`src/rtl/spi_wb_master.sv`:
```
// SPI-slave command port that runs single Wishbone classic cycles for a host.
// Frames: 0x01 write (addr, data, status) and 0x02 read (addr, pad, status, data), big-endian.
module spi_wb_master #(
  parameter int unsigned ADDR_WIDTH     = 32,
  parameter int unsigned DATA_WIDTH     = 32,
  parameter int unsigned SELECT_WIDTH   = 4,
  parameter int unsigned TIMEOUT_CYCLES = 32
) (
  input  logic                    clk,
  input  logic                    rst,
  input  logic                    spi_sclk_i,
  input  logic                    spi_cs_n_i,
  input  logic                    spi_mosi_i,
  output logic                    spi_miso_o,
  output logic [ADDR_WIDTH-1:0]   wb_adr_o,
  output logic [DATA_WIDTH-1:0]   wb_dat_o,
  input  logic [DATA_WIDTH-1:0]   wb_dat_i,
  output logic                    wb_we_o,
  output logic [SELECT_WIDTH-1:0] wb_sel_o,
  output logic                    wb_stb_o,
  output logic                    wb_cyc_o,
  input  logic                    wb_ack_i,
  input  logic                    wb_err_i,
  output logic                    busy_o
);

  localparam int unsigned TMO_W    = 6;
  localparam logic [TMO_W-1:0] TMO_LAST = TMO_W'(TIMEOUT_CYCLES - 1);
  localparam logic [7:0] CMD_WRITE = 8'h01;
  localparam logic [7:0] CMD_READ  = 8'h02;
  localparam logic [7:0] ST_ACK    = 8'hA5;
  localparam logic [7:0] ST_ERR    = 8'hEE;

  typedef enum logic [2:0] {
    S_IDLE, S_CMD, S_ADDR, S_WDATA, S_BUS, S_TX, S_DROP
  } state_e;

  state_e state_q, state_d;

  logic sclk_m_q, sclk_s_q, sclk_h_q;
  logic cs_m_q, cs_s_q, cs_h_q;
  logic mosi_m_q, mosi_s_q;

  logic [2:0]              bit_cnt_q, bit_cnt_d;
  logic [3:0]              byte_cnt_q, byte_cnt_d;
  logic [6:0]              rx_sr_q, rx_sr_d;
  logic [7:0]              tx_sr_q, tx_sr_d;
  logic [31:0]             addr_sr_q, addr_sr_d;
  logic [23:0]             data_sr_q, data_sr_d;
  logic                    is_read_q, is_read_d;
  logic                    cyc_q, cyc_d;
  logic                    we_q, we_d;
  logic [ADDR_WIDTH-1:0]   adr_q, adr_d;
  logic [DATA_WIDTH-1:0]   dat_q, dat_d;
  logic [SELECT_WIDTH-1:0] sel_q, sel_d;
  logic [TMO_W-1:0]        tmo_q, tmo_d;
  logic                    discard_q, discard_d;
  logic [7:0]              status_q, status_d;
  logic [31:0]             rdata_q, rdata_d;

  logic       sclk_rise_c, sclk_fall_c, cs_fall_c, cs_rise_c, active_c;
  logic       byte_done_c, bus_end_c, start_c, reject_c;
  logic [7:0] rx_byte_c, next_byte_c;

  assign active_c    = (state_q != S_IDLE) && !cs_s_q;
  assign sclk_rise_c = active_c && sclk_s_q && !sclk_h_q;
  assign sclk_fall_c = active_c && !sclk_s_q && sclk_h_q;
  assign cs_fall_c   = !cs_s_q && cs_h_q;
  assign cs_rise_c   = cs_s_q && !cs_h_q;
  assign rx_byte_c   = {rx_sr_q, mosi_s_q};
  assign byte_done_c = sclk_rise_c && (bit_cnt_q == 3'd7);
  assign bus_end_c   = cyc_q && (wb_ack_i || wb_err_i || (tmo_q == TMO_LAST));

  // State register
  always_ff @(posedge clk) begin
    if (!rst) state_q <= S_IDLE;
    else      state_q <= state_d;
  end

  // Next-state logic; a high chip select always parks the SPI side in IDLE
  always_comb begin
    state_d = state_q;
    if (cs_s_q) begin
      state_d = S_IDLE;
    end else begin
      case (state_q)
        S_IDLE:  if (cs_fall_c) state_d = S_CMD;
        S_CMD:   if (byte_done_c)
                   state_d = (rx_byte_c == CMD_WRITE || rx_byte_c == CMD_READ) ? S_ADDR : S_DROP;
        S_ADDR:  if (byte_done_c && byte_cnt_q == 4'd4)
                   state_d = !is_read_q ? S_WDATA : (cyc_q ? S_TX : S_BUS);
        S_WDATA: if (byte_done_c && byte_cnt_q == 4'd8)
                   state_d = cyc_q ? S_TX : S_BUS;
        S_BUS:   if (bus_end_c) state_d = S_TX;
        default: state_d = state_q;
      endcase
    end
  end

  // Datapath and bus outputs
  always_comb begin
    bit_cnt_d   = bit_cnt_q;
    byte_cnt_d  = byte_cnt_q;
    rx_sr_d     = rx_sr_q;
    tx_sr_d     = tx_sr_q;
    addr_sr_d   = addr_sr_q;
    data_sr_d   = data_sr_q;
    is_read_d   = is_read_q;
    cyc_d       = cyc_q;
    we_d        = we_q;
    adr_d       = adr_q;
    dat_d       = dat_q;
    sel_d       = sel_q;
    tmo_d       = tmo_q;
    discard_d   = discard_q;
    status_d    = status_q;
    rdata_d     = rdata_q;
    next_byte_c = 8'h00;
    start_c     = (state_d == S_BUS) && (state_q != S_BUS);
    reject_c    = (state_d == S_TX) && (state_q == S_ADDR || state_q == S_WDATA);

    if (cs_fall_c) begin
      bit_cnt_d  = 3'd0;
      byte_cnt_d = 4'd0;
      rx_sr_d    = 7'd0;
    end else if (sclk_rise_c) begin
      rx_sr_d   = rx_byte_c[6:0];
      bit_cnt_d = bit_cnt_q + 3'd1;
      if (bit_cnt_q == 3'd7 && byte_cnt_q != 4'hF) byte_cnt_d = byte_cnt_q + 4'd1;
    end

    if (byte_done_c && state_q == S_CMD)   is_read_d = (rx_byte_c == CMD_READ);
    if (byte_done_c && state_q == S_ADDR)  addr_sr_d = {addr_sr_q[23:0], rx_byte_c};
    if (byte_done_c && state_q == S_WDATA) data_sr_d = {data_sr_q[15:0], rx_byte_c};

    // Response byte selected by the index of the byte about to be shifted out
    if (state_q == S_DROP) begin
      next_byte_c = 8'hFF;
    end else if (is_read_q) begin
      case (byte_cnt_q)
        4'd6:    next_byte_c = status_q;
        4'd7:    next_byte_c = rdata_q[31:24];
        4'd8:    next_byte_c = rdata_q[23:16];
        4'd9:    next_byte_c = rdata_q[15:8];
        4'd10:   next_byte_c = rdata_q[7:0];
        default: next_byte_c = 8'h00;
      endcase
    end else if (byte_cnt_q == 4'd9) begin
      next_byte_c = status_q;
    end

    if (cs_fall_c || cs_rise_c) begin
      tx_sr_d = 8'h00;
    end else if (sclk_fall_c) begin
      tx_sr_d = (bit_cnt_q == 3'd0) ? next_byte_c : {tx_sr_q[6:0], 1'b0};
    end

    // A cycle orphaned by chip-select rise still completes but its result is dropped
    if (start_c) begin
      cyc_d     = 1'b1;
      tmo_d     = '0;
      discard_d = 1'b0;
      we_d      = !is_read_q;
      sel_d     = '1;
      adr_d     = is_read_q ? ADDR_WIDTH'({addr_sr_q[23:0], rx_byte_c})
                            : ADDR_WIDTH'(addr_sr_q);
      if (!is_read_q) dat_d = DATA_WIDTH'({data_sr_q, rx_byte_c});
    end else if (cyc_q) begin
      tmo_d = tmo_q + TMO_W'(1);
      if (cs_rise_c) discard_d = 1'b1;
      if (bus_end_c) begin
        cyc_d = 1'b0;
        if (!discard_d) begin
          status_d = (wb_ack_i && !wb_err_i) ? ST_ACK : ST_ERR;
          if (!we_q) rdata_d = (wb_ack_i && !wb_err_i) ? 32'(wb_dat_i) : 32'd0;
        end
      end
    end
    if (reject_c) status_d = ST_ERR;
  end

  // Synchronisers and datapath registers
  always_ff @(posedge clk) begin
    if (!rst) begin
      sclk_m_q <= 1'b0; sclk_s_q <= 1'b0; sclk_h_q <= 1'b0;
      cs_m_q   <= 1'b0; cs_s_q   <= 1'b0; cs_h_q   <= 1'b0;
      mosi_m_q <= 1'b0; mosi_s_q <= 1'b0;
      bit_cnt_q  <= '0;
      byte_cnt_q <= '0;
      rx_sr_q    <= '0;
      tx_sr_q    <= '0;
      addr_sr_q  <= '0;
      data_sr_q  <= '0;
      is_read_q  <= 1'b0;
      cyc_q      <= 1'b0;
      we_q       <= 1'b0;
      adr_q      <= '0;
      dat_q      <= '0;
      sel_q      <= '0;
      tmo_q      <= '0;
      discard_q  <= 1'b0;
      status_q   <= '0;
      rdata_q    <= '0;
    end else begin
      sclk_m_q <= spi_sclk_i; sclk_s_q <= sclk_m_q; sclk_h_q <= sclk_s_q;
      cs_m_q   <= spi_cs_n_i; cs_s_q   <= cs_m_q;   cs_h_q   <= cs_s_q;
      mosi_m_q <= spi_mosi_i; mosi_s_q <= mosi_m_q;
      bit_cnt_q  <= bit_cnt_d;
      byte_cnt_q <= byte_cnt_d;
      rx_sr_q    <= rx_sr_d;
      tx_sr_q    <= tx_sr_d;
      addr_sr_q  <= addr_sr_d;
      data_sr_q  <= data_sr_d;
      is_read_q  <= is_read_d;
      cyc_q      <= cyc_d;
      we_q       <= we_d;
      adr_q      <= adr_d;
      dat_q      <= dat_d;
      sel_q      <= sel_d;
      tmo_q      <= tmo_d;
      discard_q  <= discard_d;
      status_q   <= status_d;
      rdata_q    <= rdata_d;
    end
  end

  assign spi_miso_o = tx_sr_q[7];
  assign wb_adr_o   = adr_q;
  assign wb_dat_o   = dat_q;
  assign wb_we_o    = we_q;
  assign wb_sel_o   = sel_q;
  assign wb_stb_o   = cyc_q;
  assign wb_cyc_o   = cyc_q;
  assign busy_o     = cyc_q;

endmodule

```
`config.mk`:
```
export PLATFORM = sky130hd
export DESIGN_NAME = spi_wb_master
export DESIGN_NICKNAME = d
export VERILOG_FILES = /design/src/rtl/spi_wb_master.sv
export SDC_FILE = /design/constraint.sdc
export NUM_CORES = 1
export LEC_CHECK = 0
export CORE_ASPECT_RATIO = 0.8
export CORE_MARGIN = 1.5
export CORE_UTILIZATION = 45
export CTS_CLUSTER_DIAMETER = 30
export DETAILED_ROUTE_END_ITERATION = 12
export MAX_ROUTING_LAYER = met4
export PLACE_DENSITY = 0.67
export SYNTH_ARGS = -nofsm -noshare
export SYNTH_HDL_FRONTEND = slang
export SYNTH_SLANG_ARGS = --single-unit
```
`constraint.sdc`:
```
create_clock -name clk -period 3.95 [get_ports clk]
set_input_delay 0.9875 -clock clk [delete_from_list [all_inputs] [get_ports clk]]
set_output_delay 0.9875 -clock clk [all_outputs]
set_load 0.1 [all_outputs]
```
==> results_dict.tcl <==
set metrics [dict create \
    status "complete, no violations" \
    r2r-start "byte_cnt_q[0]" \
    drc 0 \
    cts_resized 0 \
    crit_path_end "wb_adr_o[6]" \
    syn_inst 1032 \
    setup_viol 0 \
    async_reset_ff_frac 0 \
    netlist_top_cells_area "dfxtp_1 45%, nand2_1 9.8%, a21oi_1 7.5%" \
    fin_cells 1358 \
    synth_nets 1081 \
    start_util 0.464 \
    postLayoutCellArea_mm2 0.0107 \
    p_leak_uw 0.00366 \
    worstPathRequired_ns 4.28 \
    numPortBuffers 111 \
    path_clk_slew_ns 0.07 \
    yosys.cell_types.count 62 \
    final_util 0.556 \
    power.density_mw_per_mm2 359 \
    drt-total-wl_um 21800 \
    cts_tree "yes" \
    r2r_end "wb_adr_o[6]" \
    drtIter0Drc 642 \
    ys_warn_count 0 \
    track_usage 0.218 \
    tightest_slew_ns 1.04 \
    grt_pass1_vias 6900 \
    num-nets-final 1136 \
    synth.top_cell.area_share 0.447 \
    grt_pass1_wl_um 35500 \
    synth_compound_area_frac 0.177 \
    gp_congestion 0.865 \
    place_hpwl_um 14200 \
    maxSlewHeadroom 0.304 \
    crit_path_max_incr_delay_ns 0.55 \
    fmax_mhz 324 \
    critPathMaxFanout 18 \
    peakVddDrop_mv 0.211 \
    htreeDepth 4 \
    drt_pass1_iterations 10 \
    min_period_over_period 0.781 \
    synth_top_family_by_area "simple AND/OR/NAND/NOR gates" \
    numCtsBuffers 17 \
    drive_gt1_frac 0.125 \
    ys_ff_latch 199 \
    root_buffer "clkbuf_16" \
    muxShareOfSynthArea 0.0912 \
    cap_violations 0 \
    ys_seq_area_frac 0.447 \
    yosys.area.top_type "dfxtp_1" \
    finClkSkew_ns 0.0124 \
    crit_start "byte_cnt_q[0]" \
    cp.arrival_ns 3.41 \
    cts_hold_buf 0 \
    cts.sinks 199 \
    clockBufferDepth 2 \
    io_pins 112 \
    yosysMostFrequentCell "nand2_1" \
    finalHoldViolCount 0 \
    path_class "flip-flop to flip-flop" \
    vias 7559 \
    antenna_found_initial 0 \
    design.die.area_mm2 0.0207 \
    chipWidth_um 160 \
    start_kind "flip-flop" \
    hold_class "flip-flop to flip-flop" \
    cts_setup_buffers 0 \
    ant_nets 0 \
    fp.dieH_um 129 \
    slowest_stage "nand4_2" \
    finalMaxSlewViolations 0 \
    placedInstanceArea_mm2 0.0101 \
    grt-ovfl-total 0 \
    synth-edff-count 0 \
    placedCellCount 1326 \
    diodes 0 \
    clk_latency_ns 0.44 \
    via_per_inst 5.57 \
    grt_max_degree 80 \
    synth.cell_area_mm2 0.00891 \
    synth-xor-area-share 0.00787 \
    synth_commonest_cells "232 x nand2_1, 199 x dfxtp_1, 134 x a21oi_1" \
    reg2reg_depth 8 \
    ys.flop_type "dfxtp_1" \
    core_mm2 0.0192 \
    setup_tns_ns 0 \
    rsz0062_at_grt "false" \
    min_period_ns 3.09 \
    synth_fa_ha_area_frac 0.0140 \
    syn_to_final_growth_pct 19.8 \
    synth-simple-area-share 0.204 \
    post_drt_wl_per_cell_um 16.1 \
    r2r_slack_ns 0.86 \
    syn_avg_cell_area_um2 8.63 \
    crit_chain "inv_1 > ha_1 > nand4b_1 > a211oi_1 > o221a_2 > nand4_2 > buf_12 > mux2i_1" \
    rows 45 \
    endpoint_kind "flip-flop" \
]
[cell type report]
class / instances / area [um2]
repair buffers: 131 / 1270
flip-flops and latches: 199 / 3980
fillers: 1759 / 8530
inverters: 15 / 57.6
clock buffers: 18 / 439
multi-input cells: 723 / 4450
clock inverters: 14 / 143
well taps: 258 / 323
[cell usage in the layout, fill, tap and decap left out, drive strengths merged, types with 24 or more instances in the layout]
master / count
nand4: 39
a21oi: 134
mux2i: 44
nor2: 33
dfxtp: 199
nand2: 232
nand3: 38
clkdlybuf4s50: 107
mux2: 33
buf: 24
o31ai: 32
[sequential cells by signal, summed over array words and instances (netlist names), 3 cells and up]
signal,count
data_sr_q,24
status_q,3
wb_dat_o,32
byte_cnt_q,4
state_q,3
wb_adr_o,32
rdata_q,32
bit_cnt_q,3
tx_sr_q,8
tmo_q,6
rx_sr_q,7
addr_sr_q,32
[kinds of logic after synthesis]
family                     after synthesis
adders and majority gates               10
muxes                                   77
AOI/OAI and AO/OA                      233
and+or+nand+nor                        395
DFF                                    199
xor gates and xnor gates                 8
buffers and inverters                  110
[through the flow]
stage | setup slack [ns] | hold WS, ns | total power (uW)
floorplan | 1.52 | 0.412 | 2110
global placement | 0.928 | 0.414 | 2160
detailed placement | 0.861 | 0.426 | 2160
global route | 0.619 | 0.473 | 3950
finish | 0.865 | 0.444 | 3830
CTS | 0.849 | 0.447 | 3860
[metal layers]
metal / track usage / vias up / share of wire
met4: 0.0550 / 0 / 0.0095
met2: 0.318 / 193 / 0.45
li1: - / 3731 / -
met3: 0.0335 / 19 / 0.044
met1: 0.313 / 3616 / 0.50
met5: - / - / 0
[how the worst min path moves through the flow]
stage	startpoint	end	slack (ns)	cells after the start
2_1_floorplan	cs_m_q	cs_s_q	0.41	1
3_3_place_gp	cs_m_q	cs_s_q	0.41	1
3_5_place_dp	sclk_m_q	sclk_s_q	0.43	1
4_1_cts	sclk_m_q	sclk_s_q	0.45	1
5_1_grt	cs_m_q	cs_s_q	0.47	1
6_report	cs_m_q	cs_s_q	0.44	1
[where the power goes]
group / switching [uW] / internal (uW) / total, uW
Sequential: 4.83 / 2010 / 2010
Clock: 810 / 903 / 1710
Combinational: 59.1 / 44.2 / 103
[worst max-delay path, delay by kind of cell, from the launching register on]
kind	cells	cell delay [ns]
AO/OA/AOI/OAI	2	0.78
AND/OR/NAND/NOR	2	0.72
multiplexers	1	0.12
buffers and inverters	2	0.53
flip-flops	1	0.34
adder cells (fa/ha/maj)	1	0.47
(Power assumes the default switching activity.)
